<file path="src/rtl/dlx_pkg.sv">
// Shared definitions for the DLX memory arbiter: arbiter state encoding,
// requester port ids, default widths and the burst counter width.
package dlx_pkg;

    localparam int DLX_ADDR_W    = 32;
    localparam int DLX_DATA_W    = 32;
    localparam int DLX_MAX_BURST = 8;

    // Burst counter saturates at its all-ones value.
    localparam int               BURST_CNT_W   = 8;
    localparam logic [BURST_CNT_W-1:0] BURST_CNT_MAX = '1;

    // Requester ids; also the index into the per-port read-return vectors.
    localparam logic PORT_CPU = 1'b0;
    localparam logic PORT_DBG = 1'b1;

    typedef enum logic [1:0] {
        IDLE    = 2'd0,
        GNT_CPU = 2'd1,
        GNT_DBG = 2'd2
    } arb_state_t;

    // Grant state that corresponds to a requester id.
    function automatic arb_state_t grant_state(input logic port);
        return (port == PORT_DBG) ? GNT_DBG : GNT_CPU;
    endfunction

endpackage

</file>
<file path="src/rtl/dlx_arb_rdret.sv">
// One-cycle read-return router. The RAM answers a read one cycle after the
// beat, so the issuing port is latched with the beat and the returning data is
// steered to that port only, independent of any grant change in between.
module dlx_arb_rdret
    import dlx_pkg::*;
#(
    parameter int DATA_W = DLX_DATA_W
) (
    input  logic                   clock_i,
    input  logic                   reset_i,
    input  logic                   issue_read,
    input  logic                   issue_port,
    input  logic [DATA_W-1:0]      ram_rdata,
    output logic [1:0]             rvalid,
    output logic [1:0][DATA_W-1:0] rdata
);

    logic pend_reg;
    logic port_reg;

    // Remember whether a read was issued last cycle and by whom.
    always_ff @(posedge clock_i or posedge reset_i) begin
        if (reset_i) begin
            pend_reg <= 1'b0;
            port_reg <= PORT_CPU;
        end else begin
            pend_reg <= issue_read;
            if (issue_read) begin
                port_reg <= issue_port;
            end
        end
    end

    // Per-port return: only the issuing port sees valid and data, others stay 0.
    for (genvar gi = 0; gi < 2; gi++) begin : g_port
        assign rvalid[gi] = pend_reg && (port_reg == 1'(gi));
        assign rdata[gi]  = rvalid[gi] ? ram_rdata : '0;
    end

endmodule

</file>
<file path="src/rtl/dlx_mem_arbiter.sv">
// Two-requester arbiter (CPU data port, debug/loader port) in front of a
// single-port RAM with 1-cycle synchronous read. Grants are registered in the
// state register; a burst counter forces a hand-over after MAX_BURST beats
// when the other port is waiting.
// Optional feature: define ARB_ROUND_ROBIN_EN to break simultaneous IDLE
// requests in favour of the port not granted last (default: CPU priority).
module dlx_mem_arbiter
    import dlx_pkg::*;
#(
    parameter int ADDR_W    = DLX_ADDR_W,
    parameter int DATA_W    = DLX_DATA_W,
    parameter int MAX_BURST = DLX_MAX_BURST
) (
    input  logic              clock_i,
    input  logic              reset_i,
    input  logic              cpu_req_i,
    input  logic              cpu_we_i,
    input  logic [ADDR_W-1:0] cpu_addr_i,
    input  logic [DATA_W-1:0] cpu_wdata_i,
    output logic              cpu_gnt_o,
    output logic              cpu_rvalid_o,
    output logic [DATA_W-1:0] cpu_rdata_o,
    input  logic              dbg_req_i,
    input  logic              dbg_we_i,
    input  logic [ADDR_W-1:0] dbg_addr_i,
    input  logic [DATA_W-1:0] dbg_wdata_i,
    output logic              dbg_gnt_o,
    output logic              dbg_rvalid_o,
    output logic [DATA_W-1:0] dbg_rdata_o,
    output logic [ADDR_W-1:0] ram_addr_o,
    output logic              ram_we_o,
    output logic [DATA_W-1:0] ram_wdata_o,
    input  logic [DATA_W-1:0] ram_rdata_i
);

    localparam logic [BURST_CNT_W-1:0] BURST_LAST = BURST_CNT_W'(MAX_BURST - 1);

    arb_state_t             state_reg, state_next;
    logic [BURST_CNT_W-1:0] count_reg, count_next;

    logic              owner_port;
    logic              owner_req;
    logic              owner_we;
    logic [ADDR_W-1:0] owner_addr;
    logic [DATA_W-1:0] owner_wdata;
    logic              other_req;
    logic              beat;
    logic              idle_pick;

    logic [1:0]             rd_valid;
    logic [1:0][DATA_W-1:0] rd_data;

    // Select the current owner's request signals and the competitor's request.
    always_comb begin
        owner_port  = (state_reg == GNT_DBG) ? PORT_DBG : PORT_CPU;
        owner_req   = 1'b0;
        owner_we    = 1'b0;
        owner_addr  = '0;
        owner_wdata = '0;
        other_req   = 1'b0;
        case (state_reg)
            GNT_CPU: begin
                owner_req   = cpu_req_i;
                owner_we    = cpu_we_i;
                owner_addr  = cpu_addr_i;
                owner_wdata = cpu_wdata_i;
                other_req   = dbg_req_i;
            end
            GNT_DBG: begin
                owner_req   = dbg_req_i;
                owner_we    = dbg_we_i;
                owner_addr  = dbg_addr_i;
                owner_wdata = dbg_wdata_i;
                other_req   = cpu_req_i;
            end
            default: ;
        endcase
        // owner_req is 0 in IDLE, so this is grant AND owner request.
        beat = owner_req;
    end

    assign cpu_gnt_o   = (state_reg == GNT_CPU);
    assign dbg_gnt_o   = (state_reg == GNT_DBG);
    assign ram_we_o    = beat & owner_we;
    assign ram_addr_o  = beat ? owner_addr  : '0;
    assign ram_wdata_o = beat ? owner_wdata : '0;

`ifdef ARB_ROUND_ROBIN_EN
    logic last_owner_reg;

    // Track which port held the grant most recently (CPU after reset).
    always_ff @(posedge clock_i or posedge reset_i) begin
        if (reset_i) begin
            last_owner_reg <= PORT_CPU;
        end else if (state_reg == GNT_CPU) begin
            last_owner_reg <= PORT_CPU;
        end else if (state_reg == GNT_DBG) begin
            last_owner_reg <= PORT_DBG;
        end
    end

    // Simultaneous IDLE requests go to the port that was not granted last.
    always_comb begin
        if (cpu_req_i && dbg_req_i) begin
            idle_pick = ~last_owner_reg;
        end else begin
            idle_pick = cpu_req_i ? PORT_CPU : PORT_DBG;
        end
    end
`else
    // Fixed priority: the CPU wins simultaneous IDLE requests.
    assign idle_pick = cpu_req_i ? PORT_CPU : PORT_DBG;
`endif

    // Arbiter state and burst counter registers.
    always_ff @(posedge clock_i or posedge reset_i) begin
        if (reset_i) begin
            state_reg <= IDLE;
            count_reg <= '0;
        end else begin
            state_reg <= state_next;
            count_reg <= count_next;
        end
    end

    // Next grant: hand over on owner release or on a full burst with a waiter.
    always_comb begin
        state_next = state_reg;
        count_next = count_reg;
        case (state_reg)
            IDLE: begin
                if (cpu_req_i || dbg_req_i) begin
                    state_next = grant_state(idle_pick);
                end
            end
            GNT_CPU, GNT_DBG: begin
                if (!owner_req) begin
                    state_next = other_req ? grant_state(~owner_port) : IDLE;
                end else if (other_req && (count_reg == BURST_LAST)) begin
                    state_next = grant_state(~owner_port);
                end
            end
            default: state_next = IDLE;
        endcase
        // Any state change starts a fresh burst; otherwise count beats, saturating.
        if (state_next != state_reg) begin
            count_next = '0;
        end else if (beat && (count_reg != BURST_CNT_MAX)) begin
            count_next = count_reg + 1'b1;
        end
    end

    dlx_arb_rdret #(
        .DATA_W (DATA_W)
    ) u_rdret (
        .clock_i    (clock_i),
        .reset_i    (reset_i),
        .issue_read (beat & ~owner_we),
        .issue_port (owner_port),
        .ram_rdata  (ram_rdata_i),
        .rvalid     (rd_valid),
        .rdata      (rd_data)
    );

    assign cpu_rvalid_o = rd_valid[PORT_CPU];
    assign cpu_rdata_o  = rd_data[PORT_CPU];
    assign dbg_rvalid_o = rd_valid[PORT_DBG];
    assign dbg_rdata_o  = rd_data[PORT_DBG];

endmodule

</file>
<file path="config.mk">
export PLATFORM = sky130hd
export DESIGN_NAME = dlx_mem_arbiter
export DESIGN_NICKNAME = d
export VERILOG_FILES = /design/src/rtl/dlx_pkg.sv /design/src/rtl/dlx_arb_rdret.sv /design/src/rtl/dlx_mem_arbiter.sv
export SDC_FILE = /design/constraint.sdc
export NUM_CORES = 1
export LEC_CHECK = 0
export ABC_AREA = 1
export BUFFER_PORTS_ARGS = -buffer_cell sky130_fd_sc_hd__buf_2
export CELL_PAD_IN_SITES_DETAIL_PLACEMENT = 0
export CELL_PAD_IN_SITES_GLOBAL_PLACEMENT = 1
export CORE_ASPECT_RATIO = 0.75
export CORE_MARGIN = 2
export CORE_UTILIZATION = 15
export CTS_CLUSTER_DIAMETER = 80
export DETAILED_ROUTE_END_ITERATION = 7
export PLACE_DENSITY = 0.81
export SYNTH_ARGS = -nofsm -noshare
export SYNTH_HDL_FRONTEND = slang
export SYNTH_SLANG_ARGS = --single-unit
</file>
<file path="constraint.sdc">
create_clock -name clock_i -period 1.63 [get_ports clock_i]
set_input_delay 0 -clock clock_i [delete_from_list [all_inputs] [get_ports clock_i]]
set_output_delay 0 -clock clock_i [all_outputs]
set_load 0.03 [all_outputs]
</file>
-- Yosys cells after proc, flatten, opt, wreduce, memory -nomap -nowiden
Cells that the tools add are included.
- register bits: 12
- input bits: 166
- output and inout bits: 133
- word-level logic and storage cells: 41
- add/sub/neg operators: 1
- eq/ne operators: 5
- muxes and demuxes: 19
- bitwise gates (word level): 4
- reductions and logical operators: 8
- operator list (kind ; count):
    32-bit 2-to-1 mux ; 4
    32-bit case mux with 2 select lines ; 2
    8-bit 2-to-1 mux ; 2
    2-bit 2-to-1 mux ; 6
    8-bit by 1-bit adder with 8-bit output (second input constant) ; 1
    8-bit by 3-bit == test with 1-bit output (second input constant) ; 1
    8-bit != test (second input constant) ; 1
    1-bit case mux with 2 select lines ; 3
    1-bit logical AND ; 4
    2-bit case mux with 2 select lines ; 1
    1-bit bitwise AND ; 2
    2-bit by 1-bit == test with 1-bit output (second input constant) ; 1
    2-bit == test (second input constant) ; 1
    2-bit zero test ; 1
    2-bit != test ; 1
    1-bit inverter ; 2
    2-bit nonzero test ; 1
    2-bit OR reduction ; 1
    1-bit logical OR ; 1
    1-bit 2-to-1 mux ; 1

-- Depth between registers and ports, before layout
- word-level depth: 8
- mapped depth: 14

-- Hierarchy
A second synthesis with hierarchy kept.
- cell total of the unflattened synthesis: 453
- area, all modules: 2194.6 µm²
- by module, submodules not included (module ; cells each ; sequential area each (µm²) ; times used ; area an instance (µm²)):
    dlx_mem_arbiter ; 339 ; 250.2 ; 1 ; 1709.1
    dlx_arb_rdret ; 114 ; 50.0 ; 1 ; 485.5

-- Least setup slack after synthesis
Ideal clock, no wire load.
- kind: flip-flop to output port
- start: reg state_reg[1]
- end: out ram_addr_o[10]
- required time: 1.630 ns
- cell stages (with the launch flop): 9
- setup slack: -0.616 ns
- arrival: 2.246 ns
- cells stage by stage: dfrtp_1 inv_1 ha_1 nand2_1 a21oi_4 inv_2 buf_2 buf_1 a21oi_1
- cells in the longest elaborated chain, start to end: 3
- elaborated cells between the ends (all ways): 5
- classes of those cells: eq/ne (2); mux (3)
- ends and longest elaborated chain (what ; line ; source):
    from (decl) ; dlx_mem_arbiter.sv:38 ; arb_state_t state_reg, state_next;
    from (signal assigned) ; dlx_mem_arbiter.sv:121 ; state_reg <= state_next;
    2-bit by 1-bit == test with 1-bit output * ; n/a ;
    net cpu_gnt_o ; dlx_mem_arbiter.sv:20 ; output logic cpu_gnt_o,
    32-bit case mux with 2 select lines / 1-bit case mux with 2 select lines (equally long branches) ; dlx_mem_arbiter.sv:61 ; case (state_reg)
    32-bit 2-to-1 mux * ; dlx_mem_arbiter.sv:85 ; assign ram_addr_o = beat ? owner_addr : '0;
    to (decl) ; dlx_mem_arbiter.sv:30 ; output logic [ADDR_W-1:0] ram_addr_o,
The timed path passes the listed nets; every way through them passes the cells marked *.

-- Final worst setup path
- start: reg state_reg[0]
- end: out ram_wdata_o[26]
- cells in the longest elaborated chain, start to end: 3
- elaborated cells between the ends (all ways): 5
- classes of those cells: eq/ne (2); mux (3)
- ends and longest elaborated chain (what ; line ; source):
    2-bit == test / 2-bit by 1-bit == test with 1-bit output (equally long branches) ; dlx_mem_arbiter.sv:61 ;
    32-bit case mux with 2 select lines / 1-bit case mux with 2 select lines (equally long branches) ; dlx_mem_arbiter.sv:61 ;
    32-bit 2-to-1 mux * ; dlx_mem_arbiter.sv:86 ; assign ram_wdata_o = beat ? owner_wdata : '0;
    to (decl) ; dlx_mem_arbiter.sv:32 ; output logic [DATA_W-1:0] ram_wdata_o,
Every way passes the cells marked *; elsewhere a longest branch is shown, timed or not.

==> results.toml <==
[layout]
antennaDiodeCount = 0
layout_commonest_cell = "buf_2"
area_delta_synth_final_pct = 153
nets = 939
largest_reg_flops = 8
mostFrequentLayoutCells = "buf_2, nand2_1, nor2_1, a21oi_4, buf_6"
drive_above_1_share_pct = 58.4
final_cell_area_um2 = 5530
num-fill-cells = 1514

[run_status]
violations = "setup timing"
status = "finished, violations left"

[worst_hold_path]
hold_class = "input pin to flip-flop"
hp-start = "cpu_we_i"

[synthesis]
yosysUniqueCellTypes = 22
syn_avg_cell_area_um2 = 4.88
synthesis.area_um2 = 2180
syn-num-nets = 619
synthCells = 447
yosysWarnings = 0
ys_seq_elements = 12
yosysSeqAreaShare_pct = 13.8

[placement]
dp_hpwl_um = 9520
postPlaceCellArea_um2 = 4900
gp_congestion = 0.853
numPortBuffers = 298

[global_routing]
grt_pass1_wl_um = 17300
grt_pass1_vias = 3539
grt_usage_pct = 13.7
grt.overflow.total = 0
antenna_found_initial = 0
grt_max_degree = 58

[timing]
period_needed_ns = 1.92
worstMarginPinSlew_ns = 0.487
fmax_mhz = 520
hold_violations = 0
relSlewSlack_pct = 67.5
setup_slack_ns = -0.293
rsz0062_at_grt = "yes"
fin_hold_ws_ns = 0.108
finalCritPeriodShare_pct = 118
fin_skew_ns = 0.00365
drv_slew = 0
setup_viol = 75

[floorplanning]
placeableCoreArea_um2 = 14400
die_x_um = 143
initial_core_util_pct = 15.2
fp-row-count = 38
dieHeight_um = 108
die_area_um2 = 15500
io_pins = 299

[routing]
num_vias = 3892
drt-total-wl_um = 12100
drt_iter0_markers = 184
avgRoutedWirePerCell_um = 12.6
viasPerCell = 4.03
ant_nets = 0
dr.pass1.iters = 4
drc = 0

[clock_network]
clk_pin_slew_ns = 0.04
cts_tree = "done"
cts_made_buffers = 3
htreeDepth = 1
clock_path_buffers = 2
cts_root_buf = "clkbuf_16"
clkSinkCount = 12
clock_latency_ns = 0.24

[power_and_ir_drop]
cellLeakagePower_nw = 2.74
vdd_ir_drop_max_uv = 744
power.density_nw_per_um2 = 1010

[critical_path]
critPathMaxFanout = 7
required_ns = 1.63
critPathArrivalTime_ns = 1.92
startpoint = "state_reg[0]"
crit_path_end_kind = "output pin"
startpoint_type = "flip-flop"
timing.rr.start = "state_reg[0]"
worst-setup-path-type = "flip-flop to output pin"

[run]
cap_viol_max_count = 0
==> layer usage <==
| layer | up-vias | track usage (%) | wire length [um] |
|---|---|---|---|
| met2 | 166 | 23.8 | 5840 |
| met3 | 11 | 1.20 | 761 |
| met4 | 0 | 2.31 | 132 |
| li1 | 1988 | - | - |
| met1 | 1727 | 18.9 | 5410 |
| met5 | - | 0 | 0 |
==> logic make-up after synthesis <==
| logic type | synth area share, % |
|---|---|
| xor+xnor | 2.41 |
| buf+inv | 14.3 |
| compound gates | 18.4 |
| simple gates | 47.7 |
| flops | 13.8 |
| fa+ha+maj | 3.44 |
==> cell type report <==
| cell class | count | area [um2] | share of cell area (%) |
|---|---|---|---|
| clock buffers | 4 | 88.8 | 1.61 |
| inverters | 56 | 220 | 3.98 |
| multi-input cells | 352 | 2360 | 42.7 |
| flip-flops and latches | 12 | 302 | 5.45 |
| well taps | 200 | 250 | 4.52 |
| repair buffers | 342 | 2310 | 41.7 |
==> synth_stat cells <==
cell type  instances  area [um2]
ha_1               6        75.1
inv_1             55         206
o22ai_1            1        6.26
nand2_2            1        6.26
clkbuf_1          21        78.8
o21ai_0            2        10.0
nor2_2             9        56.3
nand2_4            1        11.3
buf_2              1        5.00
buf_1              5        18.8
nand4_1            1        6.26
xor2_1             5        43.8
nor3_1             3        15.0
a21boi_1           1        7.51
xnor2_1            1        8.76
inv_2              1        3.75
nand2_1          168         631
nor2_1            76         285
nand3_1            6        30.0
a21oi_4            2        32.5
a21oi_1           69         345
dfrtp_1           12         300
==> final timing paths <==
check                                   end  slack, ns  depth (start not counted)
max                         ram_wdata_o[26]      -0.29                          9
min                        u_rdret.pend_reg       0.11                          4
max reg2reg                    count_reg[7]      -0.27                         14
min reg2reg                u_rdret.port_reg       0.59                          2
max in group asynchronous      state_reg[0]       0.94                          3
min in group asynchronous      count_reg[0]       0.33                          3
==> stage by stage <==
stage / instances / power (mW) / TNS [ns] / utilization (%) / setup WS (ns)
4_1_cts: 965 / 5.48 / -15.18 / 38.1 / -0.261
3_5_place_dp: 953 / 4.51 / -6.13 / 34.1 / -0.232
6_report: 966 / 5.57 / -17.01 / 38.5 / -0.293
5_1_grt: 966 / 5.95 / -23.78 / 38.5 / -0.395
3_3_place_gp: 953 / 4.50 / -2.78 / 34.1 / -0.149
2_1_floorplan: 447 / 3.29 / -4.51 / - / -0.0774
==> critical path: stages, from the launching register on <==
cell and delay [ns]:
dfrtp_2 0.42, inv_4 0.09, ha_4 0.18, nand2_4 0.06
a21oi_4 0.25, inv_6 0.12, buf_8 0.16, buf_12 0.14
a21oi_4 0.11, buf_6 0.14
==> power by group <==
| group | internal (mW) | switching (mW) | total, mW |
|---|---|---|---|
| logic | 1.71 | 2.98 | 4.68 |
| clock network | 0.371 | 0.137 | 0.509 |
| registers | 0.348 | 0.0350 | 0.383 |
| total | 2.42 | 3.15 | 5.57 |
==> repair_timing <==
action / CTS / global route
hold endpoints to repair: 12 / 0
hold buffers: 1 / 0
endpoints found under the setup margin: 75 / 79
pin swaps: 6 / 8
cloned: 1 / 1
gates resized for setup: 129 / 12
setup buffers: 7 / 0
Note: power is estimated with default switching activity, not from simulation.
